==> src/rtl/regfile_arb_pkg.sv <==
// Shared types and defaults for the register-file arbiter: FSM states, owner ids,
// default address/data widths.
package regfile_arb_pkg;

  localparam int M_DEF = 4;
  localparam int W_DEF = 8;

  typedef enum logic [1:0] {
    IDLE  = 2'd0,
    WR    = 2'd1,
    RD    = 2'd2,
    RWAIT = 2'd3
  } state_t;

  typedef enum logic {
    OWN_A = 1'b0,
    OWN_B = 1'b1
  } owner_t;

endpackage

==> src/rtl/regfile_arbiter_if.sv <==
// Requester-side command/response bundle; one instance per requester port.
// master = the requester, slave = the arbiter.
interface regfile_arbiter_if
  import regfile_arb_pkg::*;
#(
  parameter int M = M_DEF,
  parameter int W = W_DEF
) ();

  logic         req;
  logic         we;
  logic [M-1:0] waddr;
  logic [W-1:0] wdata;
  logic [M-1:0] raddr1;
  logic [M-1:0] raddr2;
  logic [M-1:0] raddr3;
  logic         gnt;
  logic         rvalid;
  logic [W-1:0] rdata1;
  logic [W-1:0] rdata2;
  logic [W-1:0] rdata3;

  modport master (
    output req, we, waddr, wdata, raddr1, raddr2, raddr3,
    input  gnt, rvalid, rdata1, rdata2, rdata3
  );

  modport slave (
    input  req, we, waddr, wdata, raddr1, raddr2, raddr3,
    output gnt, rvalid, rdata1, rdata2, rdata3
  );

endinterface

==> src/rtl/rr_arb2.sv <==
// Two-way round-robin picker. The pointer names the requester that wins a tie
// and moves to the loser of each accepted grant.
module rr_arb2 (
  input  logic       clk,
  input  logic       rst_n,
  input  logic [1:0] req,
  input  logic       advance,
  output logic [1:0] gnt,
  output logic       pointer
);

  always_comb begin
    gnt = req;
    if (req == 2'b11) gnt = pointer ? 2'b10 : 2'b01;
  end

  // After granting A the pointer goes to B (1); after granting B it goes to A (0).
  always_ff @(posedge clk or negedge rst_n) begin
    if (!rst_n)       pointer <= 1'b0;
    else if (advance) pointer <= gnt[0];
  end

endmodule

==> src/rtl/regfile_arbiter.sv <==
// Serialises port A / port B register-file commands: one operation at a time,
// read data returned to the issuing port with a one-cycle rvalid pulse.
module regfile_arbiter
  import regfile_arb_pkg::*;
#(
  parameter int M = M_DEF,
  parameter int W = W_DEF
) (
  input  logic         clk,
  input  logic         rst_n,
  regfile_arbiter_if.slave port_a,
  regfile_arbiter_if.slave port_b,
  output logic         rf_we,
  output logic [M-1:0] rf_waddr,
  output logic [W-1:0] rf_wdata,
  output logic         rf_re,
  output logic [M-1:0] rf_raddr1,
  output logic [M-1:0] rf_raddr2,
  output logic [M-1:0] rf_raddr3,
  input  logic [W-1:0] rf_rdata1,
  input  logic [W-1:0] rf_rdata2,
  input  logic [W-1:0] rf_rdata3
);

  typedef struct packed {
    logic [M-1:0] waddr;
    logic [W-1:0] wdata;
    logic [M-1:0] raddr1;
    logic [M-1:0] raddr2;
    logic [M-1:0] raddr3;
  } cmd_t;

  state_t          state;
  owner_t          owner;
  cmd_t            cmd;
  cmd_t            cmd_a;
  cmd_t            cmd_b;
  cmd_t            cmd_sel;
  logic            we_sel;
  logic [1:0]      arb_req;
  logic [1:0]      arb_gnt;
  logic            ptr_unused;
  logic            rvalid_a;
  logic            rvalid_b;
  logic [2:0][W-1:0] rd_a;
  logic [2:0][W-1:0] rd_b;

  assign cmd_a = {port_a.waddr, port_a.wdata, port_a.raddr1, port_a.raddr2, port_a.raddr3};
  assign cmd_b = {port_b.waddr, port_b.wdata, port_b.raddr1, port_b.raddr2, port_b.raddr3};

  // Requests are only offered to the picker in IDLE, so grants cannot occur mid-operation.
  assign arb_req = {port_b.req, port_a.req} & {2{state == IDLE}};
  assign cmd_sel = arb_gnt[1] ? cmd_b : cmd_a;
  assign we_sel  = arb_gnt[1] ? port_b.we : port_a.we;

  rr_arb2 u_rr (
    .clk     (clk),
    .rst_n   (rst_n),
    .req     (arb_req),
    .advance (|arb_gnt),
    .gnt     (arb_gnt),
    .pointer (ptr_unused)
  );

  always_ff @(posedge clk or negedge rst_n) begin
    if (!rst_n) begin
      state    <= IDLE;
      owner    <= OWN_A;
      cmd      <= '0;
      rvalid_a <= 1'b0;
      rvalid_b <= 1'b0;
      rd_a     <= '0;
      rd_b     <= '0;
    end else begin
      rvalid_a <= 1'b0;
      rvalid_b <= 1'b0;
      case (state)
        IDLE: begin
          if (|arb_gnt) begin
            cmd   <= cmd_sel;
            owner <= arb_gnt[1] ? OWN_B : OWN_A;
            state <= we_sel ? WR : RD;
          end
        end
        WR:    state <= IDLE;
        RD:    state <= RWAIT;
        RWAIT: begin
          // Register file output is valid now; the pulse lands in the following IDLE cycle.
          if (owner == OWN_B) begin
            rd_b     <= {rf_rdata1, rf_rdata2, rf_rdata3};
            rvalid_b <= 1'b1;
          end else begin
            rd_a     <= {rf_rdata1, rf_rdata2, rf_rdata3};
            rvalid_a <= 1'b1;
          end
          state <= IDLE;
        end
        default: state <= IDLE;
      endcase
    end
  end

  assign rf_we     = (state == WR);
  assign rf_re     = (state == RD);
  assign rf_waddr  = cmd.waddr;
  assign rf_wdata  = cmd.wdata;
  assign rf_raddr1 = cmd.raddr1;
  assign rf_raddr2 = cmd.raddr2;
  assign rf_raddr3 = cmd.raddr3;

  assign port_a.gnt    = arb_gnt[0];
  assign port_b.gnt    = arb_gnt[1];
  assign port_a.rvalid = rvalid_a;
  assign port_b.rvalid = rvalid_b;
  assign port_a.rdata1 = rd_a[2];
  assign port_a.rdata2 = rd_a[1];
  assign port_a.rdata3 = rd_a[0];
  assign port_b.rdata1 = rd_b[2];
  assign port_b.rdata2 = rd_b[1];
  assign port_b.rdata3 = rd_b[0];

endmodule
==> src/flat_wrapper.sv <==
// flat-port wrapper written by rule: the top's interface ports become plain ports
module regfile_arbiter_flat import regfile_arb_pkg::*;
#(
  parameter int M = M_DEF,
  parameter int W = W_DEF
)
  (clk, rst_n, rf_we, rf_waddr, rf_wdata, rf_re, rf_raddr1, rf_raddr2, rf_raddr3, rf_rdata1, rf_rdata2, rf_rdata3, port_a_req, port_a_we, port_a_waddr, port_a_wdata, port_a_raddr1, port_a_raddr2, port_a_raddr3, port_a_gnt, port_a_rvalid, port_a_rdata1, port_a_rdata2, port_a_rdata3, port_b_req, port_b_we, port_b_waddr, port_b_wdata, port_b_raddr1, port_b_raddr2, port_b_raddr3, port_b_gnt, port_b_rvalid, port_b_rdata1, port_b_rdata2, port_b_rdata3);
  regfile_arbiter_if #(.M(M), .W(W)) port_a_i ();
  regfile_arbiter_if #(.M(M), .W(W)) port_b_i ();
  input  logic clk;
  input  logic rst_n;
  output logic rf_we;
  output logic [M-1:0] rf_waddr;
  output logic [W-1:0] rf_wdata;
  output logic rf_re;
  output logic [M-1:0] rf_raddr1;
  output logic [M-1:0] rf_raddr2;
  output logic [M-1:0] rf_raddr3;
  input  logic [W-1:0] rf_rdata1;
  input  logic [W-1:0] rf_rdata2;
  input  logic [W-1:0] rf_rdata3;
  input wire logic [$bits(port_a_i.req)-1:0] port_a_req;
  input wire logic [$bits(port_a_i.we)-1:0] port_a_we;
  input wire logic [$bits(port_a_i.waddr)-1:0] port_a_waddr;
  input wire logic [$bits(port_a_i.wdata)-1:0] port_a_wdata;
  input wire logic [$bits(port_a_i.raddr1)-1:0] port_a_raddr1;
  input wire logic [$bits(port_a_i.raddr2)-1:0] port_a_raddr2;
  input wire logic [$bits(port_a_i.raddr3)-1:0] port_a_raddr3;
  output wire logic [$bits(port_a_i.gnt)-1:0] port_a_gnt;
  output wire logic [$bits(port_a_i.rvalid)-1:0] port_a_rvalid;
  output wire logic [$bits(port_a_i.rdata1)-1:0] port_a_rdata1;
  output wire logic [$bits(port_a_i.rdata2)-1:0] port_a_rdata2;
  output wire logic [$bits(port_a_i.rdata3)-1:0] port_a_rdata3;
  input wire logic [$bits(port_b_i.req)-1:0] port_b_req;
  input wire logic [$bits(port_b_i.we)-1:0] port_b_we;
  input wire logic [$bits(port_b_i.waddr)-1:0] port_b_waddr;
  input wire logic [$bits(port_b_i.wdata)-1:0] port_b_wdata;
  input wire logic [$bits(port_b_i.raddr1)-1:0] port_b_raddr1;
  input wire logic [$bits(port_b_i.raddr2)-1:0] port_b_raddr2;
  input wire logic [$bits(port_b_i.raddr3)-1:0] port_b_raddr3;
  output wire logic [$bits(port_b_i.gnt)-1:0] port_b_gnt;
  output wire logic [$bits(port_b_i.rvalid)-1:0] port_b_rvalid;
  output wire logic [$bits(port_b_i.rdata1)-1:0] port_b_rdata1;
  output wire logic [$bits(port_b_i.rdata2)-1:0] port_b_rdata2;
  output wire logic [$bits(port_b_i.rdata3)-1:0] port_b_rdata3;
  assign port_a_i.req = port_a_req;
  assign port_a_i.we = port_a_we;
  assign port_a_i.waddr = port_a_waddr;
  assign port_a_i.wdata = port_a_wdata;
  assign port_a_i.raddr1 = port_a_raddr1;
  assign port_a_i.raddr2 = port_a_raddr2;
  assign port_a_i.raddr3 = port_a_raddr3;
  assign port_a_gnt = port_a_i.gnt;
  assign port_a_rvalid = port_a_i.rvalid;
  assign port_a_rdata1 = port_a_i.rdata1;
  assign port_a_rdata2 = port_a_i.rdata2;
  assign port_a_rdata3 = port_a_i.rdata3;
  assign port_b_i.req = port_b_req;
  assign port_b_i.we = port_b_we;
  assign port_b_i.waddr = port_b_waddr;
  assign port_b_i.wdata = port_b_wdata;
  assign port_b_i.raddr1 = port_b_raddr1;
  assign port_b_i.raddr2 = port_b_raddr2;
  assign port_b_i.raddr3 = port_b_raddr3;
  assign port_b_gnt = port_b_i.gnt;
  assign port_b_rvalid = port_b_i.rvalid;
  assign port_b_rdata1 = port_b_i.rdata1;
  assign port_b_rdata2 = port_b_i.rdata2;
  assign port_b_rdata3 = port_b_i.rdata3;
  regfile_arbiter #(.M(M), .W(W)) u_core (.clk(clk), .rst_n(rst_n), .port_a(port_a_i), .port_b(port_b_i), .rf_we(rf_we), .rf_waddr(rf_waddr), .rf_wdata(rf_wdata), .rf_re(rf_re), .rf_raddr1(rf_raddr1), .rf_raddr2(rf_raddr2), .rf_raddr3(rf_raddr3), .rf_rdata1(rf_rdata1), .rf_rdata2(rf_rdata2), .rf_rdata3(rf_rdata3));
endmodule
==> config.mk <==
export PLATFORM = sky130hd
export DESIGN_NAME = regfile_arbiter_flat
export DESIGN_NICKNAME = d
export VERILOG_FILES = /design/src/rtl/regfile_arb_pkg.sv /design/src/rtl/regfile_arbiter_if.sv /design/src/rtl/rr_arb2.sv /design/src/rtl/regfile_arbiter.sv /design/src/flat_wrapper.sv
export SDC_FILE = /design/constraint.sdc
export NUM_CORES = 1
export LEC_CHECK = 0
export BUFFER_PORTS_ARGS = -buffer_cell sky130_fd_sc_hd__buf_2
export CORE_UTILIZATION = 47
export CTS_BUF_LIST = sky130_fd_sc_hd__clkbuf_16
export DETAILED_ROUTE_END_ITERATION = 6
export PLACE_DENSITY = 0.81
export SLEW_MARGIN = 20
export SYNTH_ARGS = -nofsm -noshare
export SYNTH_HDL_FRONTEND = slang
export SYNTH_SLANG_ARGS = --single-unit
==> constraint.sdc <==
create_clock -name clk -period 1.4 [get_ports clk]
set_input_delay 0.28 -clock clk [delete_from_list [all_inputs] [get_ports clk]]
set_output_delay 0.28 -clock clk [all_outputs]
set_load 0.02 [all_outputs]
==> results.toml, run 1 <==
[power]
clkPwrFrac_pct = 18.2
p_sw_share_pct = 39.5
combPwrFrac_pct = 48.2
internal_power_mw = 7.26
p_sw_mw = 4.75
powerDensity_nw_per_um2 = 2500
seqPwrFrac_pct = 33.6
vdd_ir_drop_max_uv = 1110
leakage_nw = 2.27

[global_route]
grt_max_degree = 79
grt.total_usage_pct = 22.6
grt.overflow.total = 0
gr-usage-met2_pct = 39.2
antenna_found_initial = 0
grt_use_met1_pct = 27.3
grt_pass1_vias = 2765
grt_pass1_wl_mm = 13.1
grt_use_met3_pct = 5.69
busiest_layer = "met2"

[route]
ant_nets = 0
wl_per_cell_um = 15.6
route.detailed.drc = 0
routed_wl_mm = 8.38
vias = 2819
vias_per_cell = 5.25
drt_iter0_drc = 84
first_pass_iters = 5

[placement]
dpl.hpwl_mm = 5.90
port_buffers = 155
dp_cells = 513
place_area_um2 = 4370
pre_cts_ws_ps = -10.5
place.gp.congestion = 0.748

[clock_network]
cts_tree = "done"
clkLatencyLatePin_ps = 320
path_clk_slew_ps = 60
cts_buffers = 9
cts_sinks = 78
cts_buffer_depth = 2
htreeDepth = 3
clock-root-buffer = "clkbuf_16"

[run]
cap_viol_max_count = 0

[layout]
final_util_pct = 69.6
drive_gt1_share_pct = 60.8
fin_nets = 515
diodes = 0
final_area_um2 = 4800
stdcell_count = 537
syn_to_final_growth_pct = 40.8

[status]
failed_checks = "setup timing"
status = "finished with violations"

[worst_setup_path]
end_kind = "primary output"
cp_data_arrival_time_ps = 1210
crit_path_max_fanout = 5
startpoint_type = "flop"
path_class = "flop to primary output"
required_ps = 1120

[logic_synthesis]
synth_nets = 350
yosysSeqAreaShare_pct = 57.2
ys_warn_count = 0
avgSynthCellArea_um2 = 12.5
ys_seq_elements = 78
ys_types = 25
synthArstFlopShare_pct = 100
synth_top_cell_by_area = "dfrtp_1"
synth.area.top_cells = "dfrtp_1, mux2_2, a31oi_2, a21oi_1, nand3_1"
synth_edf_count = 0
synth.cell_area_um2 = 3410
synthCells = 272
ys.flop_type = "dfrtp_1"
synth_top_area_share_pct = 57.2

[die]
core_um2 = 6910
die_x_um = 87.2
initial_core_util_pct = 49.4
io_pins = 156
rows = 30
fp.dieH_um = 87.2
dieArea_um2 = 7600

[hold_path]
min_path_type = "input port to flop"

[timing]
fmax_mhz = 670
slew_violations = 0
hold_viol_final = 0
setup_viol = 4
rsz0062_at_grt = "yes"
hold_slack_ps = 190
fin_crit_ps = 1490
slew_headroom_pct = 73.3
layout_setup_ws_ps = -92.6
skew_ps = 4.94
tightest_slew_ps = 401
post-route-period-util_pct = 107
-- stage by stage --
step,power (mW),setup TNS (ps)
finish,12.0,-265
CTS,11.9,-281
global route,12.7,-434
global placement,9.28,0
detailed placement,9.51,-10.5
floorplan,7.63,0
-- repair_timing --
action	in CTS	in global routing
pin swaps	2	3
setup endpoints to repair	5	27
hold buffers	1	0
cloned	0	2
hold endpoints to repair	71	0
buffers inserted	4	2
gates resized for setup	14	6
-- logic make-up (layout without fill, tap and decap cells) --
logic type	count (synthesis)	in the layout	synth area share [%]
compound gates	79	79	16.4
buf+inv	30	198	4.51
flops	78	78	57.2
mux	48	48	15.8
simple gates	37	38	6.09
-- power by group through the flow --
stage | registers, mW | logic (mW) | clock network (mW)
4_1_cts | 4.03 | 5.67 | 2.22
5_1_grt | 4.17 | 6.23 | 2.31
2_1_floorplan | 5.31 | 2.32 | 0
3_5_place_dp | 4.08 | 5.43 | 0
3_3_place_gp | 4.00 | 5.28 | 0
6_report | 4.03 | 5.79 | 2.18
-- routing by layer --
metal,wire (um),share of wire [%]
met1,3380,40
met2,4200,50
met3,700,8.4
met4,96,1.1
met5,0,0
-- cells in the mapped netlist (2+ instances only) --
cell,number
dfrtp_1,78
mux2_2,46
a21oi_1,26
nand3_1,25
o21ai_0,24
a31oi_2,20
buf_2,15
a31oi_1,7
clkbuf_1,7
inv_1,5
buf_6,3
mux2_1,2
nor2b_1,2
-- path summary, 6_finish.rpt --
check | startpoint | to | slack, ps | cells past startpoint
setup / recovery | u_core.u_rr.pointer | port_b_gnt | -90 | 3
hold / removal | rf_rdata3[0] | u_core.port_a.rdata3[0] | 190 | 2
setup reg to reg | u_core.state[1] | u_core.port_b.rdata3[1] | 50 | 4
hold reg to reg | u_core.port_a.rdata3[0] | u_core.port_a.rdata3[0] | 500 | 1
max in group asynchronous | rst_n | u_core.state[1] | 550 | 3
min in group asynchronous | rst_n | u_core.port_a.rdata3[5] | 530 | 3
-- area by class of cell --
type | count | area [um^2]
Tap cell | 96 | 120
Sequential cell | 78 | 1950
Inverter | 5 | 18.8
Fill cell | 530 | 2100
Timing Repair Buffer | 178 | 1070
Multi-Input combinational cell | 165 | 1360
Clock buffer | 9 | 225
Clock inverter | 6 | 55.1
-- placed cells by master, fill, tap and decap left out --
master         synthesis  routed
nor2b_1                2       1
mux2_1                 2       2
nand3b_4               0       1
dfrtp_2                0       2
nand3_2                1       2
buf_4                  0      15
inv_2                  0       1
o21ai_0               24      24
o22ai_1                1       1
buf_2                 15     150
nor2b_4                0       1
a31oi_2               20      20
dlygate4sd3_1          0       1
buf_6                  3       5
mux2_2                46      46
or3_1                  1       1
a21oi_1               26      26
nand3_1               25      24
buf_12                 0       6
and3_4                 0       1
nand2b_4               0       1
and2_4                 1       2
or2_0                  1       1
nand2_1                1       1
clkinv_1               0       1
and2b_1                1       1
bufinv_16              0       1
a21o_1                 1       1
clkinvlp_4             0       1
a31oi_1                7       7
dfrtp_1               78      76
clkbuf_16              0      10
clkinv_2               0       2
nor2_4                 0       1
inv_1                  5       5
-- flip-flops by register name, indices dropped and copies added (netlist names) --
| register | flops |
|---|---|
| u_core.port_a.rdata3 | 8 |
| u_core.u_rr.pointer | 1 |
| u_core.rf_raddr2 | 4 |
| u_core.port_b.rdata3 | 8 |
| u_core.rf_wdata | 8 |
| u_core.state | 2 |
| u_core.port_a.rdata1 | 8 |
| u_core.port_a.rvalid | 1 |
| u_core.rf_raddr1 | 4 |
| u_core.port_a.rdata2 | 8 |
| u_core.port_b.rdata1 | 8 |
| u_core.rf_raddr3 | 4 |
| u_core.owner | 1 |
| u_core.port_b.rdata2 | 8 |
| u_core.port_b.rvalid | 1 |
| u_core.rf_waddr | 4 |
-- critical path, stage by stage (launching register included) --
cell,delay [ps]
dfrtp_1,420
nand2b_4,160
and3_4,180
buf_6,130
(Power assumes the default switching activity.)
==> run 2, diff against run 1 <==
--- a/config.mk
+++ b/config.mk
@@ -6,10 +6,10 @@
 export NUM_CORES = 1
 export LEC_CHECK = 0
 export BUFFER_PORTS_ARGS = -buffer_cell sky130_fd_sc_hd__buf_2
-export CORE_UTILIZATION = 47
+export CORE_UTILIZATION = 42
 export CTS_BUF_LIST = sky130_fd_sc_hd__clkbuf_16
 export DETAILED_ROUTE_END_ITERATION = 6
-export PLACE_DENSITY = 0.81
+export PLACE_DENSITY = 0.77
 export SLEW_MARGIN = 20
 export SYNTH_ARGS = -nofsm -noshare
 export SYNTH_HDL_FRONTEND = slang
==> constraint.sdc (replaced) <==
create_clock -name clk -period 1.3 [get_ports clk]
set_input_delay 0.26 -clock clk [delete_from_list [all_inputs] [get_ports clk]]
set_output_delay 0.26 -clock clk [all_outputs]
set_load 0.02 [all_outputs]
==> run 2 against run 1 <==
Compared with the run above: the flow still finishes with violations (setup timing); first-iteration DRC count down 17%; non-clock buffer count rose by 10; sequential share of layout area is 2.6 points lower; worst setup slack worse by 67 ps; utilization down 3.9 points; largest cell class unchanged; largest power group unchanged; highest routed layer unchanged.
==> results.toml, run 2 (synthesized netlist as in run 1, its figures left out) <==
[route]
vias_per_cell = 5.30
first_pass_iters = 5
ant_nets = 0
routed_wl_mm = 9.28
wl_per_cell_um = 16.8
vias = 2932
drt_iter0_drc = 70
route.detailed.drc = 0

[worst_setup_path]
end_kind = "primary output"
crit_path_start = "u_core.u_rr.pointer"
startpoint_type = "flop"
slowest_stage = "dfrtp_1"
crit-reg2reg-launch = "u_core.state[1]"
critical_path_depth = 3
crit_end = "port_b_gnt"
r2r_slack_ps = -110
required_ps = 1040
max_stage_delay_ps = 430
timing.rr.end = "u_core.rf_waddr[1]"
path_cells = "nand2b_4 > and3_4 > buf_6"
r2r_cells = 6
path_buf_inv = 1
cp_data_arrival_time_ps = 1200
path_class = "flop to primary output"
cp_top_family = "flip-flops"
crit_path_max_fanout = 5

[global_route]
grt.total_usage_pct = 19.0
grt_max_degree = 79
grt.overflow.total = 0
grt_pass1_vias = 2708
grt_pass1_wl_mm = 12.8
antenna_found_initial = 0

[timing]
skew_ps = 10.7
hold_viol_final = 0
fin_crit_ps = 1460
setup_tns_ps = -4150
slew_headroom_pct = 73.0
hold_slack_ps = 170
fmax_mhz = 685
rsz0062_at_grt = "yes"
layout_setup_ws_ps = -160
post-route-period-util_pct = 112
slew_violations = 0
tightest_slew_ps = 404
setup_viol = 68

[power]
powerDensity_nw_per_um2 = 2760
p_sw_mw = 5.48
seqPwrFrac_pct = 31.2
clkPwrFrac_pct = 18.8
combPwrFrac_pct = 49.9
p_sw_share_pct = 38.7
leakage_nw = 2.50
internal_power_mw = 8.67
vdd_ir_drop_max_uv = 1090

[clock_network]
path_clk_slew_ps = 60
cts_sinks = 78
cts_buffer_depth = 2
clkLatencyLatePin_ps = 320
cts_buffers = 9
cts_tree = "done"
htreeDepth = 3
clock-root-buffer = "clkbuf_16"

[layout]
syn_to_final_growth_pct = 50.3
final_area_um2 = 5130
diodes = 0
drive_gt1_share_pct = 61.9
fin_nets = 524
final_common_cell = "buf_2"
layout_common_cells = "buf_2, dfrtp_1, a21oi_1"
stdcell_count = 553
nFillCells = 597

[die]
initial_core_util_pct = 43.7
core_um2 = 7810
dieArea_um2 = 8490
fp.dieH_um = 92.1
die_x_um = 92.1
io_pins = 156
rows = 32

[placement]
place_area_um2 = 4400
place.gp.congestion = 0.796
port_buffers = 155
dp_cells = 521
dpl.hpwl_mm = 5.73

[hold_path]
min_path_type = "input port to flop"

[status]
failed_checks = "setup timing"
status = "finished with violations"

[run]
cap_viol_max_count = 0
## run 2: cell count changes in the layout (fill, tap and decap cells not counted), sizes merged
cell,change
clkbuf,+4
and2,-1
inv,+1
clkinv,-2
bufinv,+1
buf,+6
clkinvlp,+1
## run 2: area by class of cell
type,instances,area (um^2),share of cell area [%]
clock buffers,9,225,4.39
inverters,5,18.8,0.366
well taps,102,128,2.49
multi-input cells,164,1450,28.2
clock inverters,7,96.3,1.88
flip-flops and latches,78,1950,38.1
repair buffers,188,1260,24.5
## run 2: worst min path at each step
stage               cells past startpoint    startpoint  slack (ps)                      end
finish                                  2  rf_rdata3[1]         170  u_core.port_a.rdata3[1]
global route                            2  rf_rdata3[1]         170  u_core.port_a.rdata3[1]
global placement                        2         rst_n         310  u_core.port_b.rdata2[6]
CTS                                     2  rf_rdata3[1]         160  u_core.port_a.rdata3[1]
detailed placement                      2         rst_n         320  u_core.port_b.rdata1[0]
floorplan                               0         rst_n         -40             u_core.owner
## run 2: stage by stage
stage | util (%) | setup slack, ps | total power, mW
after global routing | 65.7 | -203 | 14.9
final | 65.7 | -160 | 14.2
after floorplan | - | -0.441 | 8.24
after detailed placement | 56.4 | -17.0 | 10.3
after global placement | 56.4 | 16.6 | 10.1
after CTS | 61.6 | -163 | 13.2
## run 2: routing by layer
layer  wire [um]  vias up  track usage, %
met3         519       13            4.06
met4         178        0            7.16
met5           0        -               0
met2        4530      161            32.3
li1            -     1335               -
met1        4050     1423            23.8
## run 2: power by group through the flow
| stage | Clock [mW] | Sequential [mW] | Combinational (mW) |
|---|---|---|---|
| finish | 2.67 | 4.42 | 7.07 |
| global route | 2.84 | 4.53 | 7.48 |
| CTS | 2.70 | 4.34 | 6.18 |
| detailed placement | 0 | 4.38 | 5.97 |
| global placement | 0 | 4.31 | 5.79 |
| floorplan | 0 | 5.72 | 2.52 |
## run 2: worst register-to-register path: stages (launching register included)
cell and delay (ps):
dfrtp_2 420, nor2_4 130, buf_4 120, buf_4 120, and2_4 230, clkbuf_16 180, a31oi_2 70
## run 2: repair_timing
action | in CTS | in global routing
gates cloned | 0 | 7
hold buffers | 1 | 0
pin swaps | 1 | 2
gates resized for setup | 13 | 36
endpoints found under the hold margin | 78 | 0
setup buffers | 4 | 4
setup endpoints to repair | 26 | 77
==> run 3, diff against run 2 <==
--- a/config.mk
+++ b/config.mk
@@ -6,10 +6,11 @@
 export NUM_CORES = 1
 export LEC_CHECK = 0
 export BUFFER_PORTS_ARGS = -buffer_cell sky130_fd_sc_hd__buf_2
-export CORE_UTILIZATION = 42
+export CORE_UTILIZATION = 47
 export CTS_BUF_LIST = sky130_fd_sc_hd__clkbuf_16
 export DETAILED_ROUTE_END_ITERATION = 6
-export PLACE_DENSITY = 0.77
+export MAX_ROUTING_LAYER = met4
+export PLACE_DENSITY = 0.81
 export SLEW_MARGIN = 20
 export SYNTH_ARGS = -nofsm -noshare
 export SYNTH_HDL_FRONTEND = slang
==> constraint.sdc (replaced) <==
create_clock -name clk -period 1.4 [get_ports clk]
set_input_delay 0.28 -clock clk [delete_from_list [all_inputs] [get_ports clk]]
set_output_delay 0.28 -clock clk [all_outputs]
set_load 0.02 [all_outputs]
==> run 3 against run 2 <==
Compared with the run above: the run still ends with setup timing left; largest power group unchanged; wire length decreased by 9.9%; hold slack improved by 19 ps; via count shrank 2.9%; final cell count is 2.9% lower; combinational power is 18% lower; clock skew decreased by 5.6 ps; critical endpoint unchanged; critical path depth did not move; final area decreased by 6.3%; utilization grew 3.9 points; worst setup slack improved by 63 ps; largest cell class unchanged; sequential cell count unchanged; first-iteration DRC count is 1.4% lower.
==> results.toml, run 3 (synthesized netlist as in run 1, its figures left out) <==
[worst_setup_path]
crit_path_max_fanout = 5
path_cells = "nand2b_4 > and3_4 > buf_6"
path_buf_inv = 1
cp_top_family = "flip-flops"
max_stage_delay_ps = 420
crit-reg2reg-launch = "u_core.state[1]"
required_ps = 1120
end_kind = "primary output"
crit_path_start = "u_core.u_rr.pointer"
r2r_slack_ps = 50
r2r_cells = 4
crit_end = "port_b_gnt"
slowest_stage = "dfrtp_1"
cp_data_arrival_time_ps = 1220
timing.rr.end = "u_core.port_b.rdata3[1]"
path_class = "flop to primary output"
startpoint_type = "flop"
critical_path_depth = 3

[status]
status = "finished with violations"
failed_checks = "setup timing"

[placement]
place_area_um2 = 4370
place.gp.congestion = 0.757
dpl.hpwl_mm = 5.90
dp_cells = 513
port_buffers = 155

[route]
first_pass_iters = 5
route.met3.wl_um = 715
route.detailed.drc = 0
drt_iter0_drc = 69
routed_wl_mm = 8.36
routed-wl-met2_mm = 4.24
wl_met1_mm = 3.30
ant_nets = 0
highest_layer = "met4"
vias_per_cell = 5.30
vias = 2846
wl_per_cell_um = 15.6

[layout]
final_common_cell = "buf_2"
final_area_um2 = 4800
diodes = 0
syn_to_final_growth_pct = 40.8
stdcell_count = 537
final_util_pct = 69.6
drive_gt1_share_pct = 60.8
layout_common_cells = "buf_2, dfrtp_1, mux2_2"
fin_nets = 515

[timing]
fin_crit_ps = 1500
layout_setup_ws_ps = -96.4
slew_headroom_pct = 73.5
slew_violations = 0
skew_ps = 5.03
hold_viol_final = 0
setup_viol = 4
tightest_slew_ps = 398
fmax_mhz = 668
post-route-period-util_pct = 107
rsz0062_at_grt = "yes"

[power]
vdd_ir_drop_max_uv = 1110
powerDensity_nw_per_um2 = 2500
leakage_nw = 2.27

[clock_network]
clkLatencyLatePin_ps = 320
cts_buffer_depth = 2
htreeDepth = 3
cts_sinks = 78
path_clk_slew_ps = 60
clock-root-buffer = "clkbuf_16"
cts_tree = "done"
cts_buffers = 9

[die]
io_pins = 156
rows = 30
dieArea_um2 = 7600
initial_core_util_pct = 49.4
die_x_um = 87.2
fp.dieH_um = 87.2
core_um2 = 6910

[global_route]
grt_pass1_vias = 2774
grt_max_degree = 79
grt.overflow.total = 0
grt_pass1_wl_mm = 13.1
grt.total_usage_pct = 23.2
antenna_found_initial = 0

[hold_path]
min_path_type = "input port to flop"

[run]
cap_viol_max_count = 0
==> run 3: changes by cell type in the layout (fill, tap and decap cells not counted), sizes merged <==
cell      previous run  this run
buf                182       176
clkbuf              14        10
clkinv               1         3
and2                 1         2
bufinv               2         1
clkinvlp             2         1
inv                  7         6
==> run 3: through the flow <==
stage,hold WS [ps],setup TNS [ps],setup WS (ps),power [mW]
after floorplan,-15.6,0,46.9,7.63
after global placement,327,0,68.4,9.28
after detailed placement,336,-10.5,-10.5,9.51
after CTS,181,-281,-88.9,11.9
after global routing,197,-434,-134,12.7
final,189,-275,-96.4,12.0
==> run 3: layout make-up <==
| cell class | instances | area (um^2) |
|---|---|---|
| Clock buffer | 9 | 225 |
| Clock inverter | 6 | 55.1 |
| Fill cell | 530 | 2100 |
| Multi-Input combinational cell | 165 | 1360 |
| Timing Repair Buffer | 178 | 1070 |
| Sequential cell | 78 | 1950 |
| Tap cell | 96 | 120 |
| Inverter | 5 | 18.8 |
==> run 3: power by group <==
| part | internal (mW) | total [mW] | switching [mW] | leakage [nW] |
|---|---|---|---|---|
| combinational | 2.50 | 5.79 | 3.30 | 1.23 |
| clock | 1.35 | 2.19 | 0.837 | 0.140 |
| sequential | 3.42 | 4.03 | 0.617 | 0.900 |
==> run 3: worst min path at each step <==
stage	cells after the start	start	end	slack, ps
6_report	2	rf_rdata3[0]	u_core.port_a.rdata3[0]	190
5_1_grt	2	rf_rdata2[0]	u_core.port_a.rdata2[0]	200
4_1_cts	2	rf_rdata3[0]	u_core.port_a.rdata3[0]	180
3_5_place_dp	2	rst_n	u_core.port_a.rdata2[6]	340
3_3_place_gp	2	rst_n	u_core.port_b.rdata2[4]	330
2_1_floorplan	0	rst_n	u_core.owner	-20
==> run 3: timing repair <==
item / CTS / global route
cloned: 0 / 2
pin swaps: 2 / 3
endpoints found under the hold margin: 71 / 0
resized for setup: 14 / 6
hold buffers: 1 / 0
endpoints found under the setup margin: 5 / 27
setup buffers: 4 / 2
==> run 3: layer usage <==
layer	track usage, %	up-vias
met5	-	-
met4	7.90	0
met1	27.5	1358
met2	39.3	155
li1	-	1318
met3	5.21	15
